==> config.mk <==
export PLATFORM = sky130hd
export DESIGN_NAME = uart_rx_flat
export DESIGN_NICKNAME = d
export VERILOG_FILES = /design/src/rtl/uart_rx_if.sv /design/src/rtl/uart_rx.sv /design/src/flat_wrapper.sv
export SDC_FILE = /design/constraint.sdc
export NUM_CORES = 1
export LEC_CHECK = 0
export ABC_AREA = 1
export CORE_ASPECT_RATIO = 0.9
export CORE_UTILIZATION = 50
export CTS_CLUSTER_SIZE = 28
export DETAILED_ROUTE_END_ITERATION = 10
export PLACE_DENSITY = 0.81
export SLEW_MARGIN = 20
export SYNTH_ARGS = -nofsm -noshare
export SYNTH_HDL_FRONTEND = slang
export SYNTH_SLANG_ARGS = --single-unit
==> constraint.sdc <==
create_clock -name i_clk -period 3.8 [get_ports i_clk]
set_input_delay 0.95 -clock i_clk [delete_from_list [all_inputs] [get_ports i_clk]]
set_output_delay 0.95 -clock i_clk [all_outputs]
set_load 0.02 [all_outputs]
==> src/rtl/uart_rx_if.sv <==
// uart_rx_if: receive-side handshake bundle between uart_rx and its consumer.
// The parity_err signal exists only when UART_RX_PARITY_EN is defined.
interface uart_rx_if;
  logic [7:0] data_received;
  logic       rx_valid;
  logic       rx_ready;
  logic       frame_err;
  logic       overrun;
  logic       busy;
`ifdef UART_RX_PARITY_EN
  logic       parity_err;
`endif

  // The receiver drives the byte and status; the consumer drives rx_ready.
  modport master (
    output data_received,
    output rx_valid,
    input  rx_ready,
    output frame_err,
    output overrun,
`ifdef UART_RX_PARITY_EN
    output parity_err,
`endif
    output busy
  );

  modport slave (
    input  data_received,
    input  rx_valid,
    output rx_ready,
    input  frame_err,
    input  overrun,
`ifdef UART_RX_PARITY_EN
    input  parity_err,
`endif
    input  busy
  );
endinterface

==> src/rtl/uart_rx.sv <==
// uart_rx: 8N1 UART receiver with a valid/ready holding register.
// Optional build macro UART_RX_PARITY_EN switches the frame to 8E1 and adds
// the parity_err pulse on the interface.
//
// state      | meaning
// -----------+-----------------------------------------------------------
// S_IDLE     | line idle, waiting for rx_s low
// S_START    | confirming the start bit at its centre (half_bit)
// S_DATA     | sampling 8 data bits LSB first at bit centre
// S_PARITY   | sampling the even-parity bit (UART_RX_PARITY_EN only)
// S_STOP     | sampling the stop bit, delivering the byte if good
// S_WAIT_IDLE| bad stop bit: hold off until the line returns high
module uart_rx #(
  parameter int clk_frequency = 27,
  parameter int baud_rate     = 115_200
) (
  input  logic       i_clk,
  input  logic       i_rst,
  input  logic       i_rx,
  uart_rx_if.master  rx_if
);

  localparam int cycles_per_bit = (clk_frequency * 1_000_000) / baud_rate;
  localparam int half_bit       = cycles_per_bit / 2;
  localparam int CNT_W          = $clog2(cycles_per_bit);

  typedef enum logic [2:0] {
    S_IDLE      = 3'd0,
    S_START     = 3'd1,
    S_DATA      = 3'd2,
    S_PARITY    = 3'd3,
    S_STOP      = 3'd4,
    S_WAIT_IDLE = 3'd5
  } state_t;

  state_t     state_q, state_d;
  logic [CNT_W-1:0] cnt_q, cnt_d;
  logic [2:0] bit_idx_q, bit_idx_d;
  logic [7:0] shift_q, shift_d;
  logic [7:0] data_q, data_d;
  logic       valid_q, valid_d;
  logic       frame_err_q, frame_err_d;
  logic       overrun_q, overrun_d;
  logic       sync1_q, sync1_d;
  logic       rx_s_q, rx_s_d;
`ifdef UART_RX_PARITY_EN
  logic       parity_ok_q, parity_ok_d;
  logic       parity_err_q, parity_err_d;
`endif

  logic half_tick;
  logic bit_tick;
  logic stop_sample;
  logic deliver;
  logic accept;

  // State register plus all datapath flops, synchronous active-high reset.
  always_ff @(posedge i_clk) begin
    if (i_rst) begin
      state_q      <= S_IDLE;
      cnt_q        <= '0;
      bit_idx_q    <= '0;
      shift_q      <= '0;
      data_q       <= '0;
      valid_q      <= 1'b0;
      frame_err_q  <= 1'b0;
      overrun_q    <= 1'b0;
      sync1_q      <= 1'b1;
      rx_s_q       <= 1'b1;
`ifdef UART_RX_PARITY_EN
      parity_ok_q  <= 1'b0;
      parity_err_q <= 1'b0;
`endif
    end else begin
      state_q      <= state_d;
      cnt_q        <= cnt_d;
      bit_idx_q    <= bit_idx_d;
      shift_q      <= shift_d;
      data_q       <= data_d;
      valid_q      <= valid_d;
      frame_err_q  <= frame_err_d;
      overrun_q    <= overrun_d;
      sync1_q      <= sync1_d;
      rx_s_q       <= rx_s_d;
`ifdef UART_RX_PARITY_EN
      parity_ok_q  <= parity_ok_d;
      parity_err_q <= parity_err_d;
`endif
    end
  end

  // Next-state logic; every sampling decision is taken on a counter tick.
  always_comb begin
    state_d = state_q;
    case (state_q)
      S_IDLE:      if (!rx_s_q) state_d = S_START;
      S_START:     if (half_tick) state_d = rx_s_q ? S_IDLE : S_DATA;
`ifdef UART_RX_PARITY_EN
      S_DATA:      if (bit_tick && bit_idx_q == 3'd7) state_d = S_PARITY;
      S_PARITY:    if (bit_tick) state_d = S_STOP;
`else
      S_DATA:      if (bit_tick && bit_idx_q == 3'd7) state_d = S_STOP;
`endif
      S_STOP:      if (bit_tick) state_d = rx_s_q ? S_IDLE : S_WAIT_IDLE;
      S_WAIT_IDLE: if (rx_s_q) state_d = S_IDLE;
      default:     state_d = S_IDLE;
    endcase
  end

  // Output/strobe decode from the current state and counter.
  always_comb begin
    half_tick   = (cnt_q == CNT_W'(half_bit - 1));
    bit_tick    = (cnt_q == CNT_W'(cycles_per_bit - 1));
    stop_sample = (state_q == S_STOP) && bit_tick;
`ifdef UART_RX_PARITY_EN
    deliver     = stop_sample && rx_s_q && parity_ok_q;
`else
    deliver     = stop_sample && rx_s_q;
`endif
    accept      = valid_q && rx_if.rx_ready;
  end

  // Datapath next values: synchronizer, baud counter, shifter, holding register.
  always_comb begin
    sync1_d   = i_rx;
    rx_s_d    = sync1_q;
    bit_idx_d = bit_idx_q;
    shift_d   = shift_q;

    // Counter restarts on every state entry and at the end of each bit period,
    // so consecutive data bits stay centred without leaving S_DATA.
    if (state_d != state_q || bit_tick ||
        state_q == S_IDLE || state_q == S_WAIT_IDLE)
      cnt_d = '0;
    else
      cnt_d = cnt_q + CNT_W'(1);

    if (state_q == S_START && half_tick)
      bit_idx_d = 3'd0;
    if (state_q == S_DATA && bit_tick) begin
      shift_d[bit_idx_q] = rx_s_q;
      bit_idx_d          = bit_idx_q + 3'd1;
    end

`ifdef UART_RX_PARITY_EN
    parity_ok_d  = parity_ok_q;
    parity_err_d = 1'b0;
    if (state_q == S_PARITY && bit_tick) begin
      parity_ok_d  = (rx_s_q == ^shift_q);
      parity_err_d = (rx_s_q != ^shift_q);
    end
`endif

    // A new byte beats a same-cycle acceptance; overrun only if not accepted.
    data_d      = deliver ? shift_q : data_q;
    valid_d     = deliver ? 1'b1 : (accept ? 1'b0 : valid_q);
    overrun_d   = deliver && valid_q && !rx_if.rx_ready;
    frame_err_d = stop_sample && !rx_s_q;
  end

  assign rx_if.data_received = data_q;
  assign rx_if.rx_valid      = valid_q;
  assign rx_if.frame_err     = frame_err_q;
  assign rx_if.overrun       = overrun_q;
  assign rx_if.busy          = (state_q != S_IDLE);
`ifdef UART_RX_PARITY_EN
  assign rx_if.parity_err    = parity_err_q;
`endif

endmodule

==> src/flat_wrapper.sv <==
// flat-port wrapper written by rule: the top's interface ports become plain ports
module uart_rx_flat 
#(
  parameter int clk_frequency = 27,
  parameter int baud_rate     = 115_200
)
  (i_clk, i_rst, i_rx, rx_if_data_received, rx_if_rx_valid, rx_if_rx_ready, rx_if_frame_err, rx_if_overrun, rx_if_busy);
  uart_rx_if rx_if_i ();
  input  logic i_clk;
  input  logic i_rst;
  input  logic i_rx;
  output wire logic [$bits(rx_if_i.data_received)-1:0] rx_if_data_received;
  output wire logic [$bits(rx_if_i.rx_valid)-1:0] rx_if_rx_valid;
  input wire logic [$bits(rx_if_i.rx_ready)-1:0] rx_if_rx_ready;
  output wire logic [$bits(rx_if_i.frame_err)-1:0] rx_if_frame_err;
  output wire logic [$bits(rx_if_i.overrun)-1:0] rx_if_overrun;
  output wire logic [$bits(rx_if_i.busy)-1:0] rx_if_busy;
  assign rx_if_data_received = rx_if_i.data_received;
  assign rx_if_rx_valid = rx_if_i.rx_valid;
  assign rx_if_i.rx_ready = rx_if_rx_ready;
  assign rx_if_frame_err = rx_if_i.frame_err;
  assign rx_if_overrun = rx_if_i.overrun;
  assign rx_if_busy = rx_if_i.busy;
  uart_rx #(.clk_frequency(clk_frequency), .baud_rate(baud_rate)) u_core (.i_clk(i_clk), .i_rst(i_rst), .i_rx(i_rx), .rx_if(rx_if_i));
endmodule
==> metrics.txt, run 1 <==
outcome completed; max incr delay on CP 0.61 ns; Post-CTS Setup Bufs 0; row count 19; ANT cells 0; routed len/inst 10.1 um; LEAKAGE 0.673 nW; crit path max-delay cell type clkdlybuf4s50_1; Critical Path Source Type flop; cell count after synthesis 221; share of the synthesized area in the top cell type 0.436; core box area 3070 sq um; Final WS setup 1.25 ns; vias in the first global route 1,184; Worst-Margin Slew 0.732 ns; Seq/Total Area, Yosys 0.436; critical path class reg2out; Clk pin slew, worst setup/hold paths 0.11 ns; pre-CTS WS 1.28 ns; CTS tree yes; Detailed Route WL 2820 um; Hold Violations, Final 0; num ports 16; post-CTS resize count 0; VDD IR-drop max 0.275 mV; max_cap viols 0; total CTS buffers 5; Max-slew headroom 0.509; most numerous cell in the Yosys netlist nand2_1; top post-synthesis cells by area dfxtp_1 (44%), nand2_1 (11%), a21oi_1 (6.5%); unrepaired setup endpoints after global routing no; Final ANT Viol Nets 0; Mapped Nets 230; H-tree levels 2; Vias 1,391; Final min period 2.55 ns; Die Wd 61.8 um; largest net degree at the start of global routing 19; Initial Util 0.524; clock sink count 35; Fillers 262; worst hold path type reg2reg; Synth Cell Area 1610 sq um; Post-synth EDFFs 0; asr flop ratio synth 0; Tcrit/Tclk final 0.670; PwrDens 355 nW/um^2; Die Area 3440 sq um; Starting DRT DRC Count 78; final setup vio count 0; final layout net count 246; worst-skew pair later-pin latency 0.35 ns; maximum fanout along the worst path 5; layout cells sized above 1 0.0672; Area Overhead vs Synth 15.7%; hold slack 0.424 ns; port bufs 15; antenna violations before repair 0; most common library cells after synthesis nand2_1 (47), dfxtp_1 (35), nor2_1 (28); Overflow after GRT 0; Synth area leader dfxtp_1; FF/Latch Area 701 sq um; Worst setup EP type output pin; Fmax 393 MHz; root buffer cell clkbuf_4; Vias/cell 4.97; setup_tns 0 ns; detailed-route DRC error count 0; critical path arrival 1.60 ns; Pre-antenna DRT Iters 4; Die Y 55.8 um; area of the multi-input gates 768 sq um; Unique masters post-synth 25; Synth Area per Inst 7.27 sq um; DP HPWL 2090 um; CP required 2.85 ns; worst-case clock skew 0.0170 ns; crit path cell chain inv_1 -> nand2_1 -> clkdlybuf4s50_1; max-slew violations 0; first-pass GRT wire length 5020 um; top_reg_cell synth dfxtp_1; GP Congestion 0.853; Syn. warnings 0; Synth Register Bits 35; cts hold-fix bufs 0; CTS max path bufs 2; total track usage 0.197
kinds of logic after synthesis:
group,count (synthesis),synth area share
adder cells (fa/ha/maj),5,0.0389
flip-flops,35,0.436
XOR/XNOR,6,0.0327
AO/OA/AOI/OAI,34,0.107
buffers and inverters,33,0.0857
AND/OR/NAND/NOR,108,0.300
power by group:
group	switching, W	leakage [nW]	internal (W)
Combinational	0.0000129	0.345	0.00000900
Sequential	0.00000293	0.282	0.000369
Clock	0.000129	0.0452	0.000138
flip-flops by register name (all words and copies together) (netlist names):
| register | cells |
|---|---|
| u_core.cnt_q | 8 |
| u_core.rx_if.data_received | 8 |
| u_core.shift_q | 8 |
| u_core.bit_idx_q | 3 |
| u_core.state_q | 3 |
| u_core.rx_if.frame_err | 1 |
| u_core.rx_if.overrun | 1 |
| u_core.rx_if.rx_valid | 1 |
| u_core.rx_s_d | 1 |
| u_core.rx_s_q | 1 |
worst paths after layout:
check                          startpoint                                         end  slack, ns  cells after the start
max          u_core.state_q[1]$_SDFF_PP0_                                  rx_if_busy       1.25                      3
min              u_core.rx_s_d$_SDFF_PP1_                    u_core.rx_s_q$_SDFF_PP1_       0.42                      1
max reg2reg    u_core.cnt_q[0]$_SDFF_PP0_  u_core.rx_if.data_received[0]$_SDFFE_PP0P_       1.87                      6
min reg2reg      u_core.rx_s_d$_SDFF_PP1_                    u_core.rx_s_q$_SDFF_PP1_       0.42                      1
critical path: cells and delay by family, from the launching register on:
family / cells / cell delay (ns)
DFF: 1 / 0.41
buffers and inverters: 2 / 0.71
and+or+nand+nor: 1 / 0.12
layer usage:
layer | wire length [um] | up-vias | track usage
met4 | 66 | 0 | 0.102
met5 | 0 | - | 0
li1 | - | 738 | -
met3 | 183 | 8 | 0.0558
met2 | 1150 | 42 | 0.289
met1 | 1420 | 603 | 0.259
cell type report:
| class | count | area share |
|---|---|---|
| tap | 42 | 0.0283 |
| multi-input combinational | 153 | 0.413 |
| clock buffer | 5 | 0.0202 |
| timing repair buffer | 16 | 0.0848 |
| clock inverter | 3 | 0.0236 |
| sequential | 35 | 0.377 |
| inverter | 26 | 0.0525 |
cells in the final DEF (no fill, tap or decap), types with 2 or more instances in the layout:
cell type	count
nor2_1	28
nand2_2	2
nor3_1	3
o21ai_0	12
a21oi_1	21
clkdlybuf4s50_1	15
nand3_1	19
xnor2_1	3
xor2_1	3
ha_1	5
or2_2	2
nand4_1	2
clkbuf_4	5
nand2_1	47
inv_1	26
dfxtp_1	35
stage by stage:
stage	power, W	area [sq um]	instances	utilization
final	0.000660	1860	280	0.606
after global routing	0.000686	1860	280	0.606
after CTS	0.000664	1860	280	0.606
after detailed placement	0.000402	1780	272	0.579
after global placement	0.000401	1780	272	0.579
after floorplan	0.000394	1610	221	-
(Power assumes the default switching activity.)
==> run 2: changes to the inputs <==
Clock period 3.8 ns to 2.4 ns, I/O delays scaled along.
==> run 2 against run 1 <==
Compared with the run above: wire length up 4.0%; final cell count up 0.71%; clock power up 57%; non-clock buffer count up 2; flip-flop and latch count unchanged; via count down 0.22%; first-iteration DRC count up 36%; setup slack worse by 1.1 ns; register-to-register slack worse by 1.2 ns; critical endpoint unchanged; largest cell class unchanged.
==> metrics.txt, run 2 (synthesis results as in run 1) <==
outcome completed; Pre-antenna DRT Iters 4; Fillers 262; critical path class reg2out; most common cell after layout, fill and taps aside nand2_1; post-layout util 0.611; Tcrit/Tclk final 0.933; Overflow after GRT 0; Comb pwr share 0.036; FF/Latch Area 701 sq um; post-placement cell count 274; Post-CTS Setup Bufs 0; total CTS buffers 5; first-pass GRT wire length 4990 um; row count 19; unrepaired setup endpoints after global routing no; worst-skew pair later-pin latency 0.35 ns; max-slew violations 0; Final ANT Viol Nets 0; Max-slew headroom 0.505; critical path arrival 1.64 ns; GP Congestion 0.861; Vias 1,388; clock sink count 35; antenna violations before repair 0; Clock power frac 0.400; H-tree levels 2; Initial Util 0.524; VDD IR-drop max 0.316 mV; Die Area 3440 sq um; worst-case clock skew 0.0152 ns; Final min period 2.24 ns; detailed-route DRC error count 0; most frequent cells in the layout nand2_1 (47), dfxtp_1 (35), nor2_1 (28), inv_1 (26), a21oi_1 (21); final layout net count 248; num ports 16; maximum fanout along the worst path 5; Starting DRT DRC Count 106; Critical Path Source Type flop; Vias/cell 4.92; DP HPWL 2080 um; area of the multi-input gates 768 sq um; PwrDens 557 nW/um^2; LEAKAGE 0.682 nW; total track usage 0.201; Post-Layout Cell Count 282; Die Y 55.8 um; layout cells sized above 1 0.0750; Hold Violations, Final 0; post-CTS resize count 0; cts hold-fix bufs 0; largest net degree at the start of global routing 18; routed len/inst 10.4 um; Worst setup EP type output pin; vias in the first global route 1,200; depth of the worst register-to-register path 5; Fmax 447 MHz; Clk pin slew, worst setup/hold paths 0.11 ns; CTS max path bufs 2; CP required 1.80 ns; root buffer cell clkbuf_4; ANT cells 0; setup_tns 0 ns; Detailed Route WL 2940 um; final setup vio count 0; Final WS setup 0.160 ns; worst hold path type reg2reg; Die Wd 61.8 um; core box area 3070 sq um; Int Pwr 0.000818 W; Psw 0.000226 W; hold path cells 1; sequential share of power 0.563; Worst-Margin Slew 0.736 ns; Area Overhead vs Synth 16.6%; pre-CTS WS 0.551 ns; max_cap viols 0; Sw Ratio 0.216; port bufs 15; CTS tree yes; hold slack 0.417 ns
## run 2: cell types whose count changed in the layout (fill, tap and decap cells not counted)
| cell | delta |
|---|---|
| buf_4 | +2 |
## run 2: worst max-delay path: stages, from the launching register on
cell and delay (ns):
dfxtp_1 0.41, inv_1 0.11, nand2_1 0.15, clkdlybuf4s50_1 0.63
## run 2: power groups by stage
| stage | logic [W] | clock network, W | registers, W |
|---|---|---|---|
| 5_1_grt | 0.0000421 | 0.000462 | 0.000589 |
| 3_5_place_dp | 0.0000380 | 0 | 0.000601 |
| 3_3_place_gp | 0.0000368 | 0 | 0.000601 |
| 6_report | 0.0000378 | 0.000418 | 0.000588 |
| 2_1_floorplan | 0.0000251 | 0 | 0.000599 |
| 4_1_cts | 0.0000381 | 0.000432 | 0.000588 |
## run 2: final cells by class
type / instances / share of cell area
clock inverter: 3 / 0.0234
timing repair buffer: 18 / 0.0922
sequential: 35 / 0.374
clock buffer: 5 / 0.0200
inverter: 26 / 0.0521
tap: 42 / 0.0281
multi-input combinational: 153 / 0.410
## run 2: final timing paths
| check | from | to | slack (ns) |
|---|---|---|---|
| worst max-delay path | u_core.state_q[1]$_SDFF_PP0_ | rx_if_busy | 0.16 |
| worst min-delay path | u_core.rx_s_d$_SDFF_PP1_ | u_core.rx_s_q$_SDFF_PP1_ | 0.42 |
| worst max register to register | u_core.cnt_q[0]$_SDFF_PP0_ | u_core.shift_q[5]$_SDFFE_PP0P_ | 0.63 |
| worst min register to register | u_core.rx_s_d$_SDFF_PP1_ | u_core.rx_s_q$_SDFF_PP1_ | 0.42 |
## run 2: metal layers
| layer | GRT usage | share of wire |
|---|---|---|
| met1 | 0.260 | 0.49 |
| met2 | 0.284 | 0.43 |
| met3 | 0.0767 | 0.055 |
| met4 | 0.105 | 0.029 |
| met5 | 0 | 0 |
## run 2: per-stage QoR
| stage | total power, W | instance area, sq um |
|---|---|---|
| after floorplan | 0.000624 | 1610 |
| after global placement | 0.000638 | 1790 |
| after detailed placement | 0.000639 | 1790 |
| after CTS | 0.00106 | 1870 |
| after global routing | 0.00109 | 1870 |
| final | 0.00104 | 1870 |
